### config.mk
export PLATFORM = sky130hd
export DESIGN_NAME = eq_dispatcher_flat
export DESIGN_NICKNAME = d
export VERILOG_FILES = /design/src/rtl/eq_dispatcher_if.sv /design/src/rtl/eq_dispatcher.sv /design/src/flat_wrapper.sv
export SDC_FILE = /design/constraint.sdc
export NUM_CORES = 1
export LEC_CHECK = 0
export ABC_AREA = 1
export CAP_MARGIN = 0
export CORE_MARGIN = 1
export CORE_UTILIZATION = 42
export DETAILED_ROUTE_END_ITERATION = 8
export PLACE_DENSITY = 0.87
export SLEW_MARGIN = 15
export SYNTH_ARGS = -nofsm -noshare
export SYNTH_HDL_FRONTEND = slang
export SYNTH_SLANG_ARGS = --single-unit
### constraint.sdc
create_clock -name clk -period 4.6 [get_ports clk]
set_input_delay 0.92 -clock clk [delete_from_list [all_inputs] [get_ports clk]]
set_output_delay 0.92 -clock clk [all_outputs]
set_load 0.05 [all_outputs]
### src/rtl/eq_dispatcher_if.sv
// Command/status port between the dispatcher (master) and the event queue wrapper (slave).
interface eq_dispatcher_if #(
  parameter int data_wd = 32
);
  logic               eq_cs;
  logic               eq_op;
  logic [data_wd-1:0] eq_EV_in;
  logic               eq_is_zero_delay;
  logic [data_wd-1:0] eq_EV_out;
  logic               eq_dv;
  logic               eq_full;
  logic               eq_empty;
  logic               eq_busy_rd;
  logic               eq_busy_wr;

  modport master (
    output eq_cs, eq_op, eq_EV_in, eq_is_zero_delay,
    input  eq_EV_out, eq_dv, eq_full, eq_empty, eq_busy_rd, eq_busy_wr
  );

  modport slave (
    input  eq_cs, eq_op, eq_EV_in, eq_is_zero_delay,
    output eq_EV_out, eq_dv, eq_full, eq_empty, eq_busy_rd, eq_busy_wr
  );
endinterface

### src/rtl/eq_dispatcher.sv
// Event queue dispatcher: insert-priority arbitration, extract with dv wait/timeout,
// one-entry output register and simulation-time tracking.
module eq_dispatcher #(
  parameter int data_wd    = 32,
  parameter int hi         = 15,
  parameter int lo         = 0,
  parameter int dv_timeout = 15
) (
  input  logic               clk,
  input  logic               rst,
  input  logic               run,
  input  logic               ins_valid,
  input  logic [data_wd-1:0] ins_ev,
  input  logic               ins_zero_delay,
  output logic               ins_ready,
  output logic               ev_valid,
  output logic [data_wd-1:0] ev_data,
  input  logic               ev_ready,
  output logic [hi-lo:0]     cur_time,
  output logic               time_adv,
  output logic               err,
  output logic               idle,
  eq_dispatcher_if.master    eq
);

  localparam logic INSERT_CMD  = 1'b0;
  localparam logic EXTRACT_CMD = 1'b1;
  localparam int   tw          = $clog2(dv_timeout + 1);
  localparam logic [tw-1:0] timeout_val = tw'(dv_timeout);

  typedef enum logic {IDLE, WAIT_DV} state_t;

  state_t          state;
  state_t          next_state;
  logic [tw-1:0]   timer;
  logic            do_extract;
  logic            capture;
  logic            timeout_hit;
  logic [hi-lo:0]  cap_time;

  assign cap_time            = eq.eq_EV_out[hi:lo];
  assign eq.eq_EV_in         = ins_ev;
  assign eq.eq_is_zero_delay = ins_zero_delay;
  assign idle = (state == IDLE) && !ev_valid && eq.eq_empty && !ins_valid;

  always_ff @(posedge clk or negedge rst) begin
    if (!rst) state <= IDLE;
    else      state <= next_state;
  end

  // Inserts always win over extracts; an extract waits until the output register can take the result.
  always_comb begin
    next_state  = state;
    eq.eq_cs    = 1'b0;
    eq.eq_op    = INSERT_CMD;
    ins_ready   = 1'b0;
    do_extract  = 1'b0;
    capture     = 1'b0;
    timeout_hit = 1'b0;
    case (state)
      IDLE: begin
        if (ins_valid && !eq.eq_full && !eq.eq_busy_wr) begin
          eq.eq_cs  = 1'b1;
          eq.eq_op  = INSERT_CMD;
          ins_ready = 1'b1;
        end else if (run && !eq.eq_empty && !eq.eq_busy_rd && (!ev_valid || ev_ready)) begin
          eq.eq_cs   = 1'b1;
          eq.eq_op   = EXTRACT_CMD;
          do_extract = 1'b1;
          next_state = WAIT_DV;
        end
      end
      WAIT_DV: begin
        if (eq.eq_dv) begin
          capture    = 1'b1;
          next_state = IDLE;
        end else if (timer == timeout_val) begin
          timeout_hit = 1'b1;
          next_state  = IDLE;
        end
      end
      default: next_state = IDLE;
    endcase
  end

  always_ff @(posedge clk or negedge rst) begin
    if (!rst)                  timer <= '0;
    else if (do_extract)       timer <= '0;
    else if (state == WAIT_DV) timer <= timer + 1'b1;
  end

  // A capture in the same cycle as a consume keeps the register full with the new event.
  always_ff @(posedge clk or negedge rst) begin
    if (!rst) begin
      ev_valid <= 1'b0;
      ev_data  <= '0;
    end else if (capture) begin
      ev_valid <= 1'b1;
      ev_data  <= eq.eq_EV_out;
    end else if (ev_valid && ev_ready) begin
      ev_valid <= 1'b0;
    end
  end

  always_ff @(posedge clk or negedge rst) begin
    if (!rst) begin
      cur_time <= '0;
      time_adv <= 1'b0;
      err      <= 1'b0;
    end else begin
      time_adv <= 1'b0;
      if (capture && (cap_time > cur_time)) begin
        cur_time <= cap_time;
        time_adv <= 1'b1;
      end
      if ((capture && (cap_time < cur_time)) || timeout_hit) err <= 1'b1;
    end
  end

endmodule

### src/flat_wrapper.sv
// flat-port wrapper written by rule: the top's interface ports become plain ports
module eq_dispatcher_flat 
#(
  parameter int data_wd    = 32,
  parameter int hi         = 15,
  parameter int lo         = 0,
  parameter int dv_timeout = 15
)
  (clk, rst, run, ins_valid, ins_ev, ins_zero_delay, ins_ready, ev_valid, ev_data, ev_ready, cur_time, time_adv, err, idle, eq_eq_cs, eq_eq_op, eq_eq_EV_in, eq_eq_is_zero_delay, eq_eq_EV_out, eq_eq_dv, eq_eq_full, eq_eq_empty, eq_eq_busy_rd, eq_eq_busy_wr);
  eq_dispatcher_if #(.data_wd(data_wd)) eq_i ();
  input  logic clk;
  input  logic rst;
  input  logic run;
  input  logic ins_valid;
  input  logic [data_wd-1:0] ins_ev;
  input  logic ins_zero_delay;
  output logic ins_ready;
  output logic ev_valid;
  output logic [data_wd-1:0] ev_data;
  input  logic ev_ready;
  output logic [hi-lo:0] cur_time;
  output logic time_adv;
  output logic err;
  output logic idle;
  output wire logic [$bits(eq_i.eq_cs)-1:0] eq_eq_cs;
  output wire logic [$bits(eq_i.eq_op)-1:0] eq_eq_op;
  output wire logic [$bits(eq_i.eq_EV_in)-1:0] eq_eq_EV_in;
  output wire logic [$bits(eq_i.eq_is_zero_delay)-1:0] eq_eq_is_zero_delay;
  input wire logic [$bits(eq_i.eq_EV_out)-1:0] eq_eq_EV_out;
  input wire logic [$bits(eq_i.eq_dv)-1:0] eq_eq_dv;
  input wire logic [$bits(eq_i.eq_full)-1:0] eq_eq_full;
  input wire logic [$bits(eq_i.eq_empty)-1:0] eq_eq_empty;
  input wire logic [$bits(eq_i.eq_busy_rd)-1:0] eq_eq_busy_rd;
  input wire logic [$bits(eq_i.eq_busy_wr)-1:0] eq_eq_busy_wr;
  assign eq_eq_cs = eq_i.eq_cs;
  assign eq_eq_op = eq_i.eq_op;
  assign eq_eq_EV_in = eq_i.eq_EV_in;
  assign eq_eq_is_zero_delay = eq_i.eq_is_zero_delay;
  assign eq_i.eq_EV_out = eq_eq_EV_out;
  assign eq_i.eq_dv = eq_eq_dv;
  assign eq_i.eq_full = eq_eq_full;
  assign eq_i.eq_empty = eq_eq_empty;
  assign eq_i.eq_busy_rd = eq_eq_busy_rd;
  assign eq_i.eq_busy_wr = eq_eq_busy_wr;
  eq_dispatcher #(.data_wd(data_wd), .hi(hi), .lo(lo), .dv_timeout(dv_timeout)) u_core (.clk(clk), .rst(rst), .run(run), .ins_valid(ins_valid), .ins_ev(ins_ev), .ins_zero_delay(ins_zero_delay), .ins_ready(ins_ready), .ev_valid(ev_valid), .ev_data(ev_data), .ev_ready(ev_ready), .cur_time(cur_time), .time_adv(time_adv), .err(err), .idle(idle), .eq(eq_i));
endmodule
# After elaboration in Yosys (flattened, before gate mapping)

Index checks and enable logic that the tools add are counted.

Register bits: 56
Latch bits: 0
RAM bits: 0
Bits in read-only memories: 0
Bits of input ports: 75
Logic and storage cells: 53
Memories kept: 0

$add $sub $neg: 1
$mul: 0
Divide/modulo/power cells: 0
Order comparisons: 2
Equal/unequal tests: 1
Shifts and indexed selects: 0
Mux-type cells: 20
Bitwise gates (word level): 1
Reductions and logical operators: 21

Operators by type and width:

| cell                                         | count |
|---|---|
| two-way mux 1 bit                            | 17 |
| greater-than comparator 16 bit               | 1 |
| < comparator 16 bit                          | 1 |
| logical AND 1 bit                            | 11 |
| two-way mux 4 bit                            | 2 |
| zero test 1 bit                              | 6 |
| adder 4 x 1 -> 4 bit (second input constant) | 1 |
| == test 4 bit (second input constant)        | 1 |
| nonzero test 2 bit                           | 2 |
| logical OR 1 bit                             | 2 |
| one-hot mux 1 bit (2 select lines)           | 1 |
| inverter 1 bit                               | 1 |

# Depth between registers and ports, before layout

Gate-level depths: netlist of run 1.

Depth after elaboration: 8
Depth in mapped cells: 12

# Least setup slack after synthesis of run 1

Ideal clock, no wire load.

Path type: input to output
From: in eq_eq_full
To: out eq_eq_cs
Data arrival time: 2.047 ns
Required time: 3.680 ns
Slack: 1.633 ns
Stages: 3
Path buffers: 0
Path through: nor3_1 inv_1 a21oi_1

Word-level cells in the longest chain between the ends: 5

RTL lines:

| element                        | line                | source |
|---|---|---|
| from (decl)                    | flat_wrapper.sv:31  | `input wire logic [$bits(eq_i.eq_full)-1:0] eq_eq_full;` |
| zero test 1 bit                | eq_dispatcher.sv:62 | `if (ins_valid && !eq.eq_full && !eq.eq_busy_wr) begin` |
| logical AND 1 bit (2 in a row) | eq_dispatcher.sv:62 |  |
| two-way mux 1 bit              | eq_dispatcher.sv:62 |  |
| two-way mux 1 bit              | eq_dispatcher.sv:60 | `case (state)` |
| to (decl)                      | flat_wrapper.sv:25  | `output wire logic [$bits(eq_i.eq_cs)-1:0] eq_eq_cs;` |

Every way passes these cells.

# Final worst setup path of run 1

From: in ins_valid
To: out eq_eq_cs

Word-level cells in the longest chain between the ends: 4

RTL lines:

| element                        | line                | source |
|---|---|---|
| from (decl)                    | flat_wrapper.sv:14  | `input logic ins_valid;` |
| logical AND 1 bit (2 in a row) | eq_dispatcher.sv:62 |  |
| two-way mux 1 bit              | eq_dispatcher.sv:62 |  |
| two-way mux 1 bit              | eq_dispatcher.sv:60 |  |

Every way passes these cells.

==> results of run 1 <==
cell usage in the layout, fill, tap and decap left out:
master / synthesis / layout
xor2_1: 1 / 1
nand3_4: 1 / 1
inv_6: 0 / 1
clkdlybuf4s50_1: 0 / 95
inv_1: 33 / 33
nand2_4: 3 / 3
nor2_1: 6 / 6
nand3_2: 1 / 1
or2_2: 1 / 1
nand2_1: 149 / 149
ha_1: 17 / 17
a21oi_4: 1 / 1
o31ai_1: 1 / 1
clkbuf_1: 5 / 1
nand4_1: 2 / 2
buf_4: 34 / 2
mux2i_1: 1 / 1
o21bai_1: 1 / 1
nor2_8: 1 / 1
a21oi_1: 5 / 5
o21ai_0: 5 / 5
a21oi_2: 1 / 1
nand3_1: 19 / 19
bufinv_16: 0 / 1
dfrtp_1: 56 / 56
buf_2: 3 / 1
clkbuf_8: 0 / 5
nor2_2: 1 / 1
nor2_4: 1 / 1
nand3b_1: 2 / 2
and3_1: 1 / 1
nand2_2: 2 / 2
nor3_1: 1 / 1
sequential cells by signal, indices dropped and copies added (netlist names):
register and count:
u_core.ev_valid 1, u_core.time_adv 1, u_core.timer 4, u_core.cur_time 16, u_core.err 1, u_core.ev_data 32
u_core.state 1
through the flow:
stage	worst slack (ps)	cell area (um2)
after floorplan	1630	2980
final	928	3880
after global routing	808	3880
after detailed placement	934	3770
after global placement	972	3770
after CTS	917	3880
per-layer routing:
metal  wire length, um  vias up  share of wire [%]
li1                  -     1187                  -
met1              2720     1145                 42
met3               413       12                6.4
met4                69        0                1.1
met5                 0        -                  0
met2              3220       84                 50
worst max-delay path: cells and delay by family:
kind / cells / cell delay (ps)
compound gates: 1 / 160
simple gates: 1 / 240
buf+inv: 4 / 1430
cell families after synthesis:
| family | share of synthesized area, % |
|---|---|
| mux | 0.336 |
| simple gates | 28.0 |
| xor+xnor | 0.294 |
| compound gates | 3.02 |
| buf+inv | 14.2 |
| flops | 47.0 |
| fa+ha+maj | 7.14 |
power groups by stage:
stage	logic [mW]	registers, mW	clock network, mW
after global routing	1.53	0.812	0.357
after floorplan	0.470	1.35	0
after CTS	1.43	0.792	0.338
final	1.42	0.791	0.327
after detailed placement	1.43	0.796	0
after global placement	1.39	0.792	0
cell type report:
type	count	area share, %
Clock buffer	6	1.87
Tap cell	96	3.09
Clock inverter	2	0.999
Multi-Input combinational cell	224	29.7
Sequential cell	56	36.1
Inverter	33	3.19
Timing Repair Buffer	98	25.0
worst max-delay path by stage:
stage | start | to | cells after the start
2_1_floorplan | eq_eq_full | eq_eq_cs | 3
3_3_place_gp | ins_valid | eq_eq_cs | 6
3_5_place_dp | ins_valid | eq_eq_cs | 6
4_1_cts | ins_valid | eq_eq_cs | 6
5_1_grt | ins_valid | eq_eq_cs | 6
6_report | ins_valid | eq_eq_cs | 6
==> flow_metrics.py, run 1 <==
metrics = {
    "placed_design": {
        "placed_cells": 507,
        "place.detailed.hpwl_um": 4650,
        "numPortBuffers": 96,
        "place.gp.congestion": 0.800,
    },
    "global_routing": {
        "grt_pass1_wl_um": 10700,
        "use_met1_pct": 21.8,
        "grtUsageTotal_pct": 18.1,
        "met3_usage_pct": 3.71,
        "grt_overflow_total": 0,
        "first_global_vias": 2408,
        "grt_busiest_layer": "met2",
        "grt_max_degree": 57,
        "met2_usage_pct": 32.3,
        "antenna_found_initial": 0,
    },
    "critical_path": {
        "critPathLaunchType": "input port",
        "slowest_delay_ps": 820,
        "worstPathArrival_ps": 2750,
        "r2r_start": "u_core.state$_DFF_PN0_",
        "worstSetupEndpointType": "output port",
        "crit_type": "in -> out",
        "r2r-end": "u_core.cur_time[0]$_DFFE_PN0P_",
        "critPathMaxFanout": 3,
        "r2r_slack_ps": 2500,
        "cpMaxStageDelayCell": "clkdlybuf4s50_1",
        "crit_chain": "clkdlybuf4s50_1 -> inv_1 -> nor3_1 -> inv_1 -> a21oi_1 -> clkdlybuf4s50_1",
        "crit_required_ps": 3680,
        "reg2reg_depth": 5,
    },
    "power_and_ir_drop": {
        "cell_internal_pwr_mw": 1.30,
        "clkPwrFrac_pct": 12.9,
        "ir_drop_mv": 0.250,
        "combPwrFrac_pct": 55.9,
        "switching_share_pct": 48.6,
        "p_sw_mw": 1.23,
        "power.density_mw_per_mm2": 653,
        "p_leak_nw": 2.02,
        "pwr-share-seq_pct": 31.2,
        "p_total_mw": 2.53,
    },
    "layout": {
        "drive_gt1_share_pct": 5.49,
        "ff_latch_area_mm2": 0.00140,
        "nets": 510,
        "final-instance-count-excl-fill": 515,
        "utilization_pct": 56.8,
        "area_delta_synth_final_pct": 30.3,
        "num_antenna_cells": 0,
        "nFillCells": 624,
        "multi_input_area_mm2": 0.00115,
    },
    "synthesis": {
        "synth_top_area_share_pct": 47.0,
        "yosys.area.top_type": "dfrtp_1",
        "yosysUniqueCellTypes": 30,
        "synth.ff_latch_count": 56,
        "synth_warnings": 0,
        "synth_common_cells": "nand2_1 (149), dfrtp_1 (56), buf_4 (34), inv_1 (33), nand3_1 (19)",
        "syn_area_per_cell_um2": 8.37,
        "synth_edf_count": 0,
        "syn-num-nets": 448,
        "synthTopCellsByArea": "dfrtp_1 (47%), nand2_1 (19%), buf_4 (8.6%)",
        "synth_area_mm2": 0.00298,
        "async_flop_share_pct": 100,
        "synth.most_common_cell": "nand2_1",
        "yosysSeqAreaShare_pct": 47.0,
        "synthCells": 356,
        "ys.flop_type": "dfrtp_1",
    },
    "floorplan": {
        "coreArea_mm2": 0.00683,
        "die_h_um": 86.2,
        "die_w_um": 86.2,
        "top_level_ports": 163,
        "start_util_pct": 43.6,
        "core.rowCount": 30,
        "die-area_mm2": 0.00744,
    },
    "min_path": {
        "whs_path_depth": 2,
        "worstHoldStart": "u_core.ev_data[8]$_DFFE_PN0P_",
        "min_to": "u_core.ev_data[8]$_DFFE_PN0P_",
        "min_path_type": "reg -> reg",
    },
    "cts": {
        "post_cts_buffers": 0,
        "clkSinkCount": 56,
        "cts_buffer_depth": 2,
        "clk_latency_ps": 310,
        "cts-root-buf": "clkbuf_8",
        "cts_tree": "done",
        "ctsHoldBuffers": 0,
        "cts_inserted_buffers": 5,
        "htree_levels": 2,
        "cts_resized": 0,
        "clkTransAtPathRegs_ps": 100,
    },
    "sta": {
        "clock.fmax_ghz": 0.272,
        "worstMarginPinSlew_ps": 718,
        "drv_slew": 0,
        "fin_setup_tns_ps": 0,
        "hold_viol": 0,
        "period_share_pct": 79.8,
        "rsz0062_at_grt": "no",
        "hold_ws_ps": 487,
        "setup_viol": 0,
        "finClkSkew_ps": 9.05,
        "final.min_clock_period_ps": 3670,
        "relSlewSlack_pct": 52.0,
    },
    "detailed_routing": {
        "firstDrtPassIters": 4,
        "antenna_left": 0,
        "first_iter_violations": 55,
        "finalWirelength_um": 6420,
        "route.detailed.drc": 0,
        "vias": 2428,
        "via_per_inst": 4.71,
        "wl_per_cell_um": 12.5,
    },
    "outcome": {
        "outcome": "complete, no violations",
    },
    "run": {
        "drv_cap": 0,
    },
}
(Power assumes the default switching activity.)
==> run 2: changes to the inputs <==
--- a/config.mk
+++ b/config.mk
@@ -8,9 +8,9 @@
 export ABC_AREA = 1
 export CAP_MARGIN = 0
 export CORE_MARGIN = 1
-export CORE_UTILIZATION = 42
+export CORE_UTILIZATION = 39
 export DETAILED_ROUTE_END_ITERATION = 8
-export PLACE_DENSITY = 0.87
+export PLACE_DENSITY = 0.82
 export SLEW_MARGIN = 15
 export SYNTH_ARGS = -nofsm -noshare
 export SYNTH_HDL_FRONTEND = slang
==> constraint.sdc (replaced) <==
create_clock -name clk -period 3.4 [get_ports clk]
set_input_delay 0.68 -clock clk [delete_from_list [all_inputs] [get_ports clk]]
set_output_delay 0.68 -clock clk [all_outputs]
set_load 0.05 [all_outputs]
==> run 2 against run 1 <==
Effect of this change:
- register-to-register slack lost 1000 ps
- cell count grew 1.2%
- combinational power grew 35%
- wire length is 0.59% higher
- hold slack got worse by 97 ps
- utilization fell by 3.4 points
- largest cell class unchanged
==> flow_metrics.py, run 2 (synthesis gave the netlist of run 1 again) <==
metrics = {
    "sta": {
        "rsz0062_at_grt": "no",
        "worstMarginPinSlew_ps": 627,
        "clock.fmax_ghz": 0.354,
        "relSlewSlack_pct": 58.2,
        "hold_viol": 0,
        "drv_slew": 0,
        "hold_ws_ps": 389,
        "period_share_pct": 83.2,
        "finClkSkew_ps": 2.32,
        "fin_setup_tns_ps": 0,
        "setup_viol": 0,
        "final.min_clock_period_ps": 2830,
    },
    "cts": {
        "clk_latency_ps": 300,
        "cts-root-buf": "clkbuf_8",
        "clkTransAtPathRegs_ps": 90,
        "cts_inserted_buffers": 5,
        "cts_resized": 0,
        "clkSinkCount": 56,
        "cts_tree": "done",
        "post_cts_buffers": 0,
        "ctsHoldBuffers": 0,
        "htree_levels": 2,
        "cts_buffer_depth": 2,
    },
    "global_routing": {
        "antenna_found_initial": 0,
        "grt_max_degree": 53,
        "grtUsageTotal_pct": 17.6,
        "grt_pass1_wl_um": 10600,
        "first_global_vias": 2407,
        "grt_overflow_total": 0,
    },
    "layout": {
        "drive_gt1_share_pct": 7.11,
        "nets": 513,
        "num_antenna_cells": 0,
        "largest-register": "u_core.ev_data",
        "top_regs": "u_core.ev_data (32), u_core.cur_time (16), u_core.timer (4)",
        "nFillCells": 676,
        "mostFrequentLayoutCells": "nand2_1 (149), clkdlybuf4s50_1 (92), dfrtp_1 (56)",
        "largest_reg_flops": 32,
        "area_delta_synth_final_pct": 31.3,
        "final_common_cell": "nand2_1",
        "multi_input_area_mm2": 0.00115,
        "final-instance-count-excl-fill": 521,
        "ff_latch_area_mm2": 0.00140,
    },
    "power_and_ir_drop": {
        "clkPwrFrac_pct": 13.2,
        "switching_share_pct": 48.2,
        "cell_internal_pwr_mw": 1.78,
        "p_leak_nw": 2.05,
        "power.density_mw_per_mm2": 879,
        "ir_drop_mv": 0.367,
        "p_total_mw": 3.44,
        "combPwrFrac_pct": 55.6,
        "pwr-share-seq_pct": 31.2,
        "p_sw_mw": 1.66,
    },
    "detailed_routing": {
        "vias": 2358,
        "first_iter_violations": 67,
        "via_per_inst": 4.53,
        "finalWirelength_um": 6450,
        "antenna_left": 0,
        "wl_per_cell_um": 12.4,
        "route.detailed.drc": 0,
        "firstDrtPassIters": 4,
    },
    "floorplan": {
        "coreArea_mm2": 0.00733,
        "die-area_mm2": 0.00800,
        "start_util_pct": 40.7,
        "die_h_um": 89.4,
        "top_level_ports": 163,
        "core.rowCount": 31,
        "die_w_um": 89.4,
    },
    "critical_path": {
        "critPathMaxFanout": 2,
        "worstSetupEndpointType": "output port",
        "slowest_delay_ps": 800,
        "crit_type": "in -> out",
        "crit_buf_inv": 2,
        "crit_chain": "clkdlybuf4s50_1 -> nand3_1 -> nor2_1 -> clkdlybuf4s50_1",
        "crit_required_ps": 2720,
        "cpMaxStageDelayCell": "clkdlybuf4s50_1",
        "critPathLaunchType": "input port",
        "worstPathArrival_ps": 2150,
        "crit_path_frequent_cell": "clkdlybuf4s50_1",
        "crit_family": "buffers and inverters",
    },
    "placed_design": {
        "numPortBuffers": 96,
        "place.gp.congestion": 0.757,
        "place.detailed.hpwl_um": 4890,
        "placed_cells": 513,
    },
    "min_path": {
        "min_path_type": "in -> async",
    },
    "run": {
        "drv_cap": 0,
    },
    "outcome": {
        "outcome": "complete, no violations",
    },
}
run 2: metrics by stage:
| step | util (%) | instance area [um2] | setup slack (ps) |
|---|---|---|---|
| floorplan | - | 2980 | 913 |
| global placement | 51.7 | 3790 | 592 |
| detailed placement | 51.7 | 3790 | 581 |
| CTS | 53.4 | 3910 | 567 |
| global route | 53.4 | 3910 | 523 |
| finish | 53.4 | 3910 | 572 |
run 2: worst paths after layout:
path | start | to | slack, ps | cells after the start
min reg2reg | u_core.ev_data[6]$_DFFE_PN0P_ | u_core.ev_data[6]$_DFFE_PN0P_ | 490 | 2
max in group asynchronous | rst | u_core.ev_data[17]$_DFFE_PN0P_ | 2480 | 2
max | eq_eq_empty | idle | 570 | 4
max reg2reg | u_core.cur_time[15]$_DFFE_PN0P_ | u_core.cur_time[1]$_DFFE_PN0P_ | 1460 | 11
min | rst | u_core.ev_data[5]$_DFFE_PN0P_ | 390 | 1
min in group clk | u_core.ev_data[6]$_DFFE_PN0P_ | u_core.ev_data[6]$_DFFE_PN0P_ | 490 | 2
run 2: power groups by stage:
stage	combinational [mW]	sequential, mW	clock (mW)
2_1_floorplan	0.636	1.83	0
3_3_place_gp	1.89	1.08	0
3_5_place_dp	1.93	1.08	0
4_1_cts	1.94	1.07	0.472
5_1_grt	2.07	1.10	0.500
6_report	1.91	1.07	0.454
run 2: cell type report:
cell class / instances / area share, %
repair buffers: 101 / 25.3
clock buffers: 6 / 2.11
multi-input cells: 224 / 29.5
clock inverters: 2 / 0.991
well taps: 99 / 3.16
inverters: 33 / 3.16
flip-flops and latches: 56 / 35.8
run 2: layer usage:
metal	wire length [um]	global-route usage [%]
met4	59	5.05
met2	3170	31.7
met5	0	0
met3	442	4.99
met1	2780	20.5
==> run 3: changes to the inputs <==
--- a/config.mk
+++ b/config.mk
@@ -8,9 +8,9 @@
 export ABC_AREA = 1
 export CAP_MARGIN = 0
 export CORE_MARGIN = 1
-export CORE_UTILIZATION = 39
+export CORE_UTILIZATION = 35
 export DETAILED_ROUTE_END_ITERATION = 8
-export PLACE_DENSITY = 0.82
+export PLACE_DENSITY = 0.77
 export SLEW_MARGIN = 15
 export SYNTH_ARGS = -nofsm -noshare
 export SYNTH_HDL_FRONTEND = slang
==> constraint.sdc (replaced) <==
create_clock -name clk -period 2.3 [get_ports clk]
set_input_delay 0.46 -clock clk [delete_from_list [all_inputs] [get_ports clk]]
set_output_delay 0.46 -clock clk [all_outputs]
set_load 0.05 [all_outputs]
==> run 3 against run 2 <==
Effect of this change:
- clock power grew 25%
- design area grew 4.4%
- utilization shrank 3.7 points
- flip-flop and latch count is the same
- global-route usage shrank 0.45 points
- critical path type unchanged
- critical endpoint is now eq_eq_op
==> flow_metrics.py, run 3 (synthesis gave the netlist of run 1 again) <==
metrics = {
    "outcome": {
        "outcome": "complete, no violations",
    },
    "power_and_ir_drop": {
        "switching_share_pct": 49.2,
        "combPwrFrac_pct": 57.8,
        "pwr-share-seq_pct": 31.0,
        "p_leak_nw": 2.13,
        "ir_drop_mv": 0.581,
        "p_total_mw": 5.12,
        "clkPwrFrac_pct": 11.1,
        "power.density_mw_per_mm2": 1250,
        "cell_internal_pwr_mw": 2.60,
        "p_sw_mw": 2.52,
    },
    "floorplan": {
        "die-area_mm2": 0.00889,
        "die_h_um": 94.3,
        "top_level_ports": 163,
        "die_w_um": 94.3,
        "core.rowCount": 33,
        "start_util_pct": 36.3,
        "coreArea_mm2": 0.00822,
    },
    "layout": {
        "largest-register": "u_core.ev_data",
        "mostFrequentLayoutCells": "nand2_1 (149), clkdlybuf4s50_1 (91), dfrtp_1 (56)",
        "nets": 528,
        "largest_reg_flops": 32,
        "final_common_cell": "nand2_1",
        "top_regs": "u_core.ev_data (32), u_core.cur_time (16), u_core.timer (4)",
        "utilization_pct": 49.7,
        "drive_gt1_share_pct": 10.8,
        "area_delta_synth_final_pct": 37.1,
        "num_antenna_cells": 0,
    },
    "detailed_routing": {
        "route.detailed.drc": 0,
        "via_per_inst": 4.57,
        "first_iter_violations": 131,
        "vias": 2476,
        "wl_per_cell_um": 13.0,
        "antenna_left": 0,
        "finalWirelength_um": 7060,
        "firstDrtPassIters": 4,
    },
    "global_routing": {
        "antenna_found_initial": 0,
        "first_global_vias": 2632,
        "use_met1_pct": 21.9,
        "met3_usage_pct": 3.64,
        "grtUsageTotal_pct": 17.2,
        "grt_overflow_total": 0,
        "grt_pass1_wl_um": 12100,
        "met2_usage_pct": 29.5,
        "grt_max_degree": 30,
        "grt_busiest_layer": "met2",
    },
    "sta": {
        "fin_setup_tns_ps": 0,
        "setup_viol": 0,
        "drv_slew": 0,
        "relSlewSlack_pct": 55.3,
        "worstMarginPinSlew_ps": 670,
        "period_share_pct": 93.5,
        "rsz0062_at_grt": "no",
        "clock.fmax_ghz": 0.465,
        "hold_ws_ps": 167,
        "finClkSkew_ps": 19.5,
        "final.min_clock_period_ps": 2150,
        "hold_viol": 0,
    },
    "critical_path": {
        "crit_required_ps": 1840,
        "crit_chain": "clkdlybuf4s50_1 -> or2_2 -> nand3_1 -> nor2_1 -> nand2_1 -> inv_1 -> buf_12",
        "critPathLaunchType": "input port",
        "worstPathArrival_ps": 1690,
        "critPathMaxFanout": 3,
        "crit_type": "in -> out",
        "worstSetupEndpointType": "output port",
        "cpMaxStageDelayCell": "clkdlybuf4s50_1",
        "slowest_delay_ps": 390,
    },
    "cts": {
        "clk_latency_ps": 310,
        "clkSinkCount": 56,
        "htree_levels": 2,
        "cts-root-buf": "clkbuf_8",
        "cts_inserted_buffers": 5,
        "cts_buffer_depth": 2,
        "ctsHoldBuffers": 0,
        "cts_tree": "done",
        "clkTransAtPathRegs_ps": 110,
    },
    "min_path": {
        "min_path_type": "in -> async",
    },
    "placed_design": {
        "place.gp.congestion": 0.753,
        "numPortBuffers": 96,
        "place.detailed.hpwl_um": 5510,
    },
    "run": {
        "drv_cap": 0,
    },
}
## run 3: changes by cell type in the layout (fill, tap and decap cells not counted)
cell,previous run,this run
buf_4,9,18
clkinvlp_4,0,2
nor3_2,0,1
clkdlybuf4s50_1,92,91
clkinv_4,1,0
bufinv_16,1,0
buf_2,0,1
nor3_1,1,0
buf_12,0,6
## run 3: path summary, 6_finish.rpt
| check | start | endpoint | slack, ps | cells past startpoint |
|---|---|---|---|---|
| worst max-delay path | ev_ready | eq_eq_op | 150 | 7 |
| worst min-delay path | rst | u_core.ev_data[6]$_DFFE_PN0P_ | 170 | 1 |
| worst max register to register | u_core.cur_time[15]$_DFFE_PN0P_ | u_core.cur_time[12]$_DFFE_PN0P_ | 520 | 9 |
| worst min register to register | u_core.ev_data[16]$_DFFE_PN0P_ | u_core.ev_data[16]$_DFFE_PN0P_ | 490 | 2 |
| max in group asynchronous | rst | u_core.ev_data[26]$_DFFE_PN0P_ | 1520 | 2 |
| min in group clk | u_core.ev_data[16]$_DFFE_PN0P_ | u_core.ev_data[16]$_DFFE_PN0P_ | 490 | 2 |
## run 3: power groups by stage
stage	Combinational [mW]	Clock, mW	Sequential (mW)
2_1_floorplan	0.940	0	2.70
3_3_place_gp	2.89	0	1.60
3_5_place_dp	2.98	0	1.60
4_1_cts	2.99	0.591	1.59
5_1_grt	3.20	0.630	1.64
6_report	2.96	0.568	1.59
## run 3: worst max-delay path, delay by kind of cell
kind / cells / cell delay (ps)
buffers and inverters: 3 / 630
AND/OR/NAND/NOR: 4 / 590
## run 3: per-stage QoR
stage                     instances  cell area (um2)  worst slack [ps]
after floorplan                 356             2980               199
after global placement          531             3960              -131
after global routing            542             4090              73.8
final                           542             4090               150
after CTS                       539             4060               104
after detailed placement        531             3960              -219
## run 3: layout make-up
class / count / area [um2]
fill: 762 / 4130
tap: 105 / 131
sequential: 56 / 1400
clock buffer: 6 / 82.6
multi-input combinational: 224 / 1160
timing repair buffer: 116 / 1170
clock inverter: 2 / 15.0
inverter: 33 / 124
## run 3: routing by layer
metal	wire length, um	vias up
li1	-	1226
met1	3050	1161
met2	3490	83
met3	476	6
met4	44	0
met5	0	-
## run 3: timing repair
item	4_1_cts	5_1_grt
setup endpoints to repair	0	4
buffers inserted	0	3
gates resized for setup	0	1
